**config.mk**
```make
export PLATFORM = sky130hd
export DESIGN_NAME = ifmap_row_feeder_flat
export DESIGN_NICKNAME = d
export VERILOG_FILES = /design/src/rtl/ifmap_row_feeder_if.sv /design/src/rtl/ifmap_row_feeder.sv /design/src/flat_wrapper.sv
export SDC_FILE = /design/constraint.sdc
export NUM_CORES = 1
export LEC_CHECK = 0
export ABC_AREA = 1
export CAP_MARGIN = 10
export CELL_PAD_IN_SITES_DETAIL_PLACEMENT = 1
export CELL_PAD_IN_SITES_GLOBAL_PLACEMENT = 2
export CORE_AREA = 3 3 98 100
export CTS_CLUSTER_SIZE = 40
export DETAILED_ROUTE_END_ITERATION = 12
export DIE_AREA = 0 0 101 103
export PLACE_DENSITY_LB_ADDON = 0.25
export RECOVER_POWER = 50
export SYNTH_ARGS = -nofsm -noshare
export SYNTH_HDL_FRONTEND = slang
export SYNTH_SLANG_ARGS = --single-unit
```
**constraint.sdc**
```tcl
create_clock -name clk -period 1.8 [get_ports clk]
set_clock_uncertainty 0.15 [all_clocks]
set_input_delay 0.27 -clock clk [delete_from_list [all_inputs] [get_ports clk]]
set_output_delay 0.27 -clock clk [all_outputs]
set_load 0.03 [all_outputs]
```
**src/rtl/ifmap_row_feeder_if.sv**
```systemverilog
// Pixel-stream and IFmap-buffer write signals of the row feeder.
// The slave modport is the feeder itself; the master modport is its environment.
interface ifmap_row_feeder_if #(
    parameter int DATA_WIDTH = 6,
    parameter int WORD_WIDTH = 8
);
    logic [DATA_WIDTH-1:0] s_data;
    logic                  s_valid;
    logic                  s_ready;
    logic [WORD_WIDTH-1:0] buf_din;
    logic                  buf_wen;
    logic                  buf_full;

    modport master (
        output s_data,
        output s_valid,
        output buf_full,
        input  s_ready,
        input  buf_din,
        input  buf_wen
    );

    modport slave (
        input  s_data,
        input  s_valid,
        input  buf_full,
        output s_ready,
        output buf_din,
        output buf_wen
    );
endinterface

```
**src/rtl/ifmap_row_feeder.sv**
```systemverilog
// Tags a raw pixel stream with start/end-of-row bits and writes it into the IFmap buffer
// through a single output register that absorbs buffer back-pressure.
module ifmap_row_feeder #(
    parameter int DATA_WIDTH = 6,
    parameter int WORD_WIDTH = 8,
    parameter int LEN_WIDTH  = 5,
    parameter int ROWS_WIDTH = 8
) (
    input  logic                  clk,
    input  logic                  rst,
    input  logic                  start,
    input  logic                  abort,
    input  logic [LEN_WIDTH-1:0]  row_len,
    input  logic [ROWS_WIDTH-1:0] row_count,
    ifmap_row_feeder_if.slave     io,
    output logic                  busy,
    output logic                  done,
    output logic                  cfg_error
);

    typedef enum logic [1:0] {
        IDLE,
        FEED,
        DRAIN
    } state_t;

    state_t                state;
    state_t                next_state;
    logic                  out_valid;
    logic [WORD_WIDTH-1:0] out_word;
    logic [WORD_WIDTH-1:0] new_word;
    logic [LEN_WIDTH-1:0]  col;
    logic [LEN_WIDTH-1:0]  len_q;
    logic [ROWS_WIDTH-1:0] row;
    logic [ROWS_WIDTH-1:0] rows_q;
    logic                  accept;
    logic                  col_last;
    logic                  row_last;
    logic                  last_pixel;
    logic                  cfg_ok;
    logic                  job_start;

    assign io.buf_wen = out_valid & ~io.buf_full;
    assign io.buf_din = out_word;
    // The register may take a new pixel whenever it is empty or is being emptied this cycle.
    assign io.s_ready = (state == FEED) & (~out_valid | ~io.buf_full);
    assign busy       = (state != IDLE);

    assign accept     = io.s_valid & io.s_ready;
    assign col_last   = (col == (len_q - LEN_WIDTH'(1)));
    assign row_last   = (row == (rows_q - ROWS_WIDTH'(1)));
    assign last_pixel = accept & col_last & row_last;
    assign cfg_ok     = (row_len != '0) && (row_count != '0);
    assign job_start  = (state == IDLE) & start & cfg_ok;

    always_comb begin
        new_word                   = '0;
        new_word[DATA_WIDTH-1:0]   = io.s_data;
        new_word[WORD_WIDTH-1]     = (col == '0);
        new_word[WORD_WIDTH-2]     = col_last;
    end

    always_ff @(posedge clk or negedge rst) begin
        if (!rst) begin
            state <= IDLE;
        end else begin
            state <= next_state;
        end
    end

    always_comb begin
        next_state = state;
        if (abort) begin
            next_state = IDLE;
        end else begin
            case (state)
                IDLE:    if (job_start)  next_state = FEED;
                FEED:    if (last_pixel) next_state = DRAIN;
                DRAIN:   if (io.buf_wen) next_state = IDLE;
                default: next_state = IDLE;
            endcase
        end
    end

    // Abort discards the pending word and counters and suppresses both status pulses.
    always_ff @(posedge clk or negedge rst) begin
        if (!rst) begin
            out_valid <= 1'b0;
            out_word  <= '0;
            col       <= '0;
            row       <= '0;
            len_q     <= '0;
            rows_q    <= '0;
            done      <= 1'b0;
            cfg_error <= 1'b0;
        end else if (abort) begin
            out_valid <= 1'b0;
            out_word  <= '0;
            col       <= '0;
            row       <= '0;
            done      <= 1'b0;
            cfg_error <= 1'b0;
        end else begin
            done      <= (state == DRAIN) & io.buf_wen;
            cfg_error <= (state == IDLE) & start & ~cfg_ok;
            if (job_start) begin
                len_q  <= row_len;
                rows_q <= row_count;
                col    <= '0;
                row    <= '0;
            end
            if (accept) begin
                out_valid <= 1'b1;
                out_word  <= new_word;
                if (col_last) begin
                    col <= '0;
                    row <= row_last ? '0 : row + ROWS_WIDTH'(1);
                end else begin
                    col <= col + LEN_WIDTH'(1);
                end
            end else if (io.buf_wen) begin
                out_valid <= 1'b0;
            end
        end
    end

endmodule
```
**src/flat_wrapper.sv**
```systemverilog
// flat-port wrapper written by rule: the top's interface ports become plain ports
module ifmap_row_feeder_flat 
#(
    parameter int DATA_WIDTH = 6,
    parameter int WORD_WIDTH = 8,
    parameter int LEN_WIDTH  = 5,
    parameter int ROWS_WIDTH = 8
)
  (clk, rst, start, abort, row_len, row_count, busy, done, cfg_error, io_s_data, io_s_valid, io_buf_full, io_s_ready, io_buf_din, io_buf_wen);
  ifmap_row_feeder_if #(.DATA_WIDTH(DATA_WIDTH), .WORD_WIDTH(WORD_WIDTH)) io_i ();
  input  logic clk;
  input  logic rst;
  input  logic start;
  input  logic abort;
  input  logic [LEN_WIDTH-1:0] row_len;
  input  logic [ROWS_WIDTH-1:0] row_count;
  output logic busy;
  output logic done;
  output logic cfg_error;
  input wire logic [$bits(io_i.s_data)-1:0] io_s_data;
  input wire logic [$bits(io_i.s_valid)-1:0] io_s_valid;
  input wire logic [$bits(io_i.buf_full)-1:0] io_buf_full;
  output wire logic [$bits(io_i.s_ready)-1:0] io_s_ready;
  output wire logic [$bits(io_i.buf_din)-1:0] io_buf_din;
  output wire logic [$bits(io_i.buf_wen)-1:0] io_buf_wen;
  assign io_i.s_data = io_s_data;
  assign io_i.s_valid = io_s_valid;
  assign io_i.buf_full = io_buf_full;
  assign io_s_ready = io_i.s_ready;
  assign io_buf_din = io_i.buf_din;
  assign io_buf_wen = io_i.buf_wen;
  ifmap_row_feeder #(.DATA_WIDTH(DATA_WIDTH), .WORD_WIDTH(WORD_WIDTH), .LEN_WIDTH(LEN_WIDTH), .ROWS_WIDTH(ROWS_WIDTH)) u_core (.clk(clk), .rst(rst), .start(start), .abort(abort), .row_len(row_len), .row_count(row_count), .io(io_i), .busy(busy), .done(done), .cfg_error(cfg_error));
endmodule
```
======== After elaboration in Yosys (flattened, before gate mapping) ========
Cells that the tools add are included.
operators by class
  add/subtract/negate cells ............... 4
  equality and inequality tests ........... 7
  mux-type cells .......................... 21
  bitwise gates (word level) .............. 14
  reduce and logical (&&, ||, !) cells .... 11
operators by type and width
  cell                 number
  $mux 8               7
  $mux 5               4
  $and 1x1->1          9
  $ne 3x2->1 const B   3
  $add 8x1->8 const B  1
  $eq 8x8->1           1
  $mux 2               4
  $reduce_bool 8->1    1
  $sub 8x1->8 const B  1
  $pmux 2 s3           1
  $reduce_bool 3->1    2
  $add 5x1->5 const B  1
  $eq 5x5->1           1
  $logic_not 5->1      1
  $mux 1               5
  $reduce_bool 5->1    1
  $sub 5x1->5 const B  1
  $not 1->1            4
  $reduce_bool 2->1    2
  $reduce_and 3->1     1
  $eq 2x1->1 const B   1
  $eq 2x2->1 const B   1
  $logic_not 2->1      1
  $reduce_and 2->1     1
  2 further kinds      2
word-level totals
  register bits ........................... 39
  output and inout port bits .............. 13
  word-level logic and storage cells ...... 66

======== Longest topological paths before layout ========
  word-level depth ........................ 9
  mapped depth ............................ 14

======== Worst setup path before layout ========
OpenSTA, ideal clock, no wires.
  kind .................................... register to register
  start ................................... register u_core.rows_q[0]
  end ..................................... register u_core.row[3]
  setup time .............................. 0.126 ns
  arrival time ............................ 1.538 ns
  data required time ...................... 1.524 ns
  setup slack ............................. -0.014 ns
  cell stages (with the launch flop) ...... 12
  buffers on the path ..................... 0
  period minus slack after synthesis ...... 1.814 ns
  cells stage by stage .................... dfrtp_1 -> inv_1 -> ha_1 -> or2_2 -> nand2_1 -> nand2_1 -> nand2_1 -> nand3_1 -> nor2_1 -> nand2_1 -> o21ai_0 -> a21oi_1
between the ends
  word-level cells in the longest chain between the ends .. 6
ends and longest elaborated chain
  what                    RTL line                 text
  start, declared         ifmap_row_feeder.sv:35   logic [ROWS_WIDTH-1:0] rows_q;
  start signal, assigned  ifmap_row_feeder.sv:108  rows_q <= row_count;
  $sub 8x1->8             ifmap_row_feeder.sv:51   assign row_last = (row == (rows_q - ROWS_WIDTH'(1)));
  $eq 8x8->1              ifmap_row_feeder.sv:51
  $mux 8                  ifmap_row_feeder.sv:117  row <= row_last ? '0 : row + ROWS_WIDTH'(1);
  $mux 8                  ifmap_row_feeder.sv:115  if (col_last) begin
  $mux 8                  ifmap_row_feeder.sv:112  if (accept) begin
  $mux 8                  ifmap_row_feeder.sv:96   end else if (abort) begin
  end signal, assigned    ifmap_row_feeder.sv:117
  end, declared           ifmap_row_feeder.sv:34   logic [ROWS_WIDTH-1:0] row;
Every way passes these cells.
A chain may end at the register's enable or synchronous reset.

======== Worst setup path in the final report ========
  start ................................... register u_core.len_q[0]
  end ..................................... register u_core.row[2]
between the ends
  word-level cells in the longest chain between the ends .. 5
ends and longest elaborated chain
  what                    RTL line                 text
  start, declared         ifmap_row_feeder.sv:33   logic [LEN_WIDTH-1:0] len_q;
  start signal, assigned  ifmap_row_feeder.sv:107  len_q <= row_len;
  $sub 5x1->5             ifmap_row_feeder.sv:50   assign col_last = (col == (len_q - LEN_WIDTH'(1)));
  $eq 5x5->1              ifmap_row_feeder.sv:50
  $mux 8                  ifmap_row_feeder.sv:115
  $mux 8                  ifmap_row_feeder.sv:112
  $mux 8                  ifmap_row_feeder.sv:96
Every way passes these cells.

==> tab_implementation.tex <==
\begin{tabular}{lr}
\hline
Metric & Value \\
\hline
\multicolumn{2}{l}{\textbf{Setup path}} \\
\quad Launching element type of the critical path & flop \\
\quad Required time of the worst setup path & $\sim$1.8 ns \\
\quad Critical setup path kind & flop to flop \\
\quad Maximum fanout encountered on the critical timing path & 8 \\
\quad Arrival time of the worst setup path & a little under 2 ns \\
\quad Endpoint class of the critical path & flop \\
\multicolumn{2}{l}{\textbf{Routing}} \\
\quad Uppermost signal routing layer after detailed routing & met4 \\
\quad Routed met1 length & around 3100 um \\
\quad Length of the first detailed-routing pass in iterations & 6 \\
\quad Number of remaining DRC errors & 0 \\
\quad ANT nets after route & 0 \\
\quad Via density per instance & around 4.5 \\
\quad Drt first-iter violations & 67 \\
\quad Vias after detailed routing & about 2300 \\
\quad Wire length on met2 & between 3000 and 4000 um \\
\quad Routed wire length per instance & 13.1 um \\
\quad Total length of routed met3 wires & approximately 130 um \\
\quad Wire length after detailed routing & approximately 6700 um \\
\multicolumn{2}{l}{\textbf{Status}} \\
\quad Violated checks & setup timing \\
\quad Outcome & complete, but fails checks \\
\multicolumn{2}{l}{\textbf{Pwr}} \\
\quad Leakage & approximately 1.8 nW \\
\quad Largest voltage drop on the vdd net & just under 500 uV \\
\quad Pwr dens & approximately 1200 nW/um\^{}2 \\
\quad Internal power of the cells & about 0.0023 W \\
\quad Switching power total & around 0.0017 W \\
\quad Part of the power in combinational logic & 0.552 \\
\quad Clock power share & 0.146 \\
\quad Sequential share of power & 0.302 \\
\quad Net switching fraction of the power & 0.427 \\
\multicolumn{2}{l}{\textbf{Synth}} \\
\quad Avg Synthesized Cell Area & about 7.5 sq um \\
\quad Netlist cell types & 33 \\
\quad Most instantiated flip-flop cell in the synthesis netlist & dfrtp\_1 \\
\quad Count of synthesis-stage warnings from yosys & 0 \\
\quad Async set or reset register ratio after synthesis & 1.00 \\
\quad Number of enable-type register cells in the synthesized netlist & 0 \\
\quad Seq cells post-synth & 39 \\
\quad Mapped Nets & approximately 340 \\
\quad Cell area after synthesis & roughly 2400 sq um \\
\quad Proportion of synthesized chip area in sequential cells & 0.414 \\
\quad Gate count after technology mapping & 313 \\
\multicolumn{2}{l}{\textbf{Floorplan}} \\
\quad Placement row count & 34 \\
\quad Effective utilization at floorplan & 0.269 \\
\quad DIE HEIGHT & about 100 um \\
\quad Die Outline Area & 10400 sq um \\
\quad Floorplan die width & roughly 100 um \\
\quad Core Box Area & 8760 sq um \\
\quad IO Pins & 38 \\
\multicolumn{2}{l}{\textbf{Place}} \\
\quad Setup slack after placement & -0.222 ns \\
\quad Port Buffers & 37 \\
\quad DPL Wire Length & between 5000 and 6000 um \\
\quad Gpl congestion & approximately 0.78 \\
\multicolumn{2}{l}{\textbf{STA}} \\
\quad Min cycle time layout & 1.90 ns \\
\quad Setup ws final & -0.105 ns \\
\quad Pins Over Slew Limit & 0 \\
\quad Ratio of final minimum period to clock period & 1.06 \\
\quad Timing-limited maximum frequency & roughly 0.53 GHz \\
\quad Relative max-transition margin & 0.648 \\
\quad Unrepaired setup endpoints after global routing & true \\
\quad Worst slack on hold paths & roughly 0.21 ns \\
\quad Count of final hold-check violations & 0 \\
\quad Total setup violations reported at the end of the flow & 11 \\
\quad TNS Setup & -0.811 ns \\
\quad Worst slew pin tran & 0.528 ns \\
\multicolumn{2}{l}{\textbf{Clock tree}} \\
\quad CTS H-tree depth & 2 \\
\quad CTS max path bufs & 2 \\
\quad Num CTS Buffers & 5 \\
\quad Clock sink count & 39 \\
\quad Source-to-sink clock delay at the later pin of the worst-skew pair & around 0.29 ns \\
\quad Clock slew at the register clock pins of the worst setup and hold paths & approximately 0.08 ns \\
\quad Clock Tree Root & clkbuf\_8 \\
\quad TritonCTS clock tree & done \\
\multicolumn{2}{l}{\textbf{Final layout}} \\
\quad Net count reported at finish & between 400 and 500 \\
\quad Diode insertion count for antenna repair & 0 \\
\quad Number of fill cells in the layout & $\sim$1100 \\
\quad Area grow syn2layout & 48.1\% \\
\quad Fraction of layout cells with a size suffix above 1 & 0.286 \\
\multicolumn{2}{l}{\textbf{GRT}} \\
\quad Vias in the first global route & 2422 \\
\quad GRT Residual Overflow & 0 \\
\quad Number of antenna violations at the first check in global routing & 0 \\
\quad Global-route wire length before repair & between 10000 and 15000 um \\
\quad Maximum number of pins on one net before global-route repair & 36 \\
\quad Overall fraction of global-route tracks in use & 0.139 \\
\multicolumn{2}{l}{\textbf{Flow run}} \\
\quad Max-capacitance violation count & 0 \\
\multicolumn{2}{l}{\textbf{Worst hold path}} \\
\quad Worst min-delay path category & input pin to asynchronous set/reset pin \\
\hline
\end{tabular}
-- layout by cell type, fill, tap and decap left out, types with 9 or more instances in the layout --
| cell | count |
|---|---|
| a21oi_1 | 9 |
| buf_4 | 45 |
| clkdlybuf4s50_1 | 29 |
| dfrtp_1 | 39 |
| inv_1 | 26 |
| inv_2 | 13 |
| nand2_1 | 93 |
| nand2_2 | 10 |
| nand3_1 | 20 |
| nor2_1 | 21 |
| o21ai_0 | 9 |
-- per-layer routing --
layer  track usage  vias to the layer above
li1              -                     1176
met1         0.178                     1105
met2         0.248                       20
met3        0.0244                        6
met4        0.0286                        0
met5             0                        -
-- Yosys cell counts, types with 2 or more instances --
master / n / area (sq um)
nor2_4: 4 / 45.0
nor3_1: 4 / 20.0
xor2_1: 6 / 52.6
ha_1: 5 / 62.6
o211ai_1: 2 / 15.0
inv_2: 7 / 26.3
xnor2_1: 2 / 17.5
nand2_2: 5 / 31.3
a21oi_1: 12 / 60.1
nand3_1: 21 / 105
nor2_1: 24 / 90.1
nand4_1: 4 / 25.0
buf_4: 3 / 22.5
dfrtp_1: 39 / 976
nand2_4: 3 / 33.8
a22o_1: 6 / 52.6
nand2_1: 102 / 383
o21ai_0: 13 / 65.1
o21ai_1: 4 / 20.0
inv_1: 32 / 120
nor2_2: 3 / 18.8
-- registers in the layout, indices dropped and copies added (netlist names) --
name / cells
u_core.io.buf_din: 8
u_core.row: 8
u_core.rows_q: 8
u_core.col: 5
u_core.len_q: 5
u_core.state: 2
u_core.cfg_error: 1
u_core.done: 1
u_core.out_valid: 1
-- through the flow --
stage	area (sq um)	instances	total power, W	utilization
5_1_grt	3490	514	0.00448	0.399
4_1_cts	3370	512	0.00398	0.385
2_1_floorplan	2360	313	0.00246	-
3_3_place_gp	3190	499	0.00319	0.365
6_report	3490	514	0.00407	0.399
3_5_place_dp	3190	499	0.00322	0.365
-- layout make-up --
class | count | area, sq um | area share
flip-flops and latches | 39 | 976 | 0.279
multi-input cells | 231 | 1350 | 0.387
clock inverters | 2 | 12.5 | 0.00358
inverters | 39 | 146 | 0.0419
clock buffers | 6 | 72.6 | 0.0208
repair buffers | 89 | 801 | 0.229
well taps | 108 | 135 | 0.0387
-- worst paths after layout --
path / from / cells after the start / slack [ns] / endpoint
worst max-delay path: u_core.len_q[0] / 12 / -0.10 / u_core.row[2]
worst min-delay path: rst / 2 / 0.21 / u_core.rows_q[3]
worst max register to register: u_core.len_q[0] / 12 / -0.10 / u_core.row[2]
worst min register to register: u_core.rows_q[7] / 2 / 0.35 / u_core.rows_q[7]
max in group asynchronous: rst / 3 / 0.44 / u_core.row[7]
min in group clk: u_core.rows_q[7] / 2 / 0.35 / u_core.rows_q[7]
-- power by group through the flow --
stage	combinational, W	sequential [W]	clock (W)
floorplan	0.00123	0.00124	0
global placement	0.00196	0.00123	0
detailed placement	0.00199	0.00124	0
CTS	0.00213	0.00123	0.000628
global route	0.00254	0.00127	0.000676
finish	0.00225	0.00123	0.000594
-- worst max-delay path: stages (launching register included) --
cell and delay, ns:
dfrtp_1 0.37, inv_2 0.06, ha_4 0.27, inv_2 0.03, nand2_1 0.04, nand2_1 0.04, nor2_1 0.10, nand2_1 0.11
nor2_4 0.15, buf_6 0.12, nand3_4 0.11, o211ai_1 0.19, nor2_1 0.06
-- repair_timing --
action | in CTS | in global routing
buffers inserted | 4 | 2
pin swaps | 9 | 14
setup endpoints to repair | 16 | 21
gates resized for setup | 17 | 36
hold endpoints to repair | 39 | 0
hold buffers | 1 | 0
-- cells by family after synthesis --
logic type	Yosys count	synth area share
AO/OA/AOI/OAI	40	0.0997
flip-flops	39	0.414
AND/OR/NAND/NOR	178	0.357
adder cells (fa/ha/maj)	5	0.0265
buffers and inverters	43	0.0732
XOR/XNOR	8	0.0297
No activity file was read; power rests on OpenSTA's default activity.
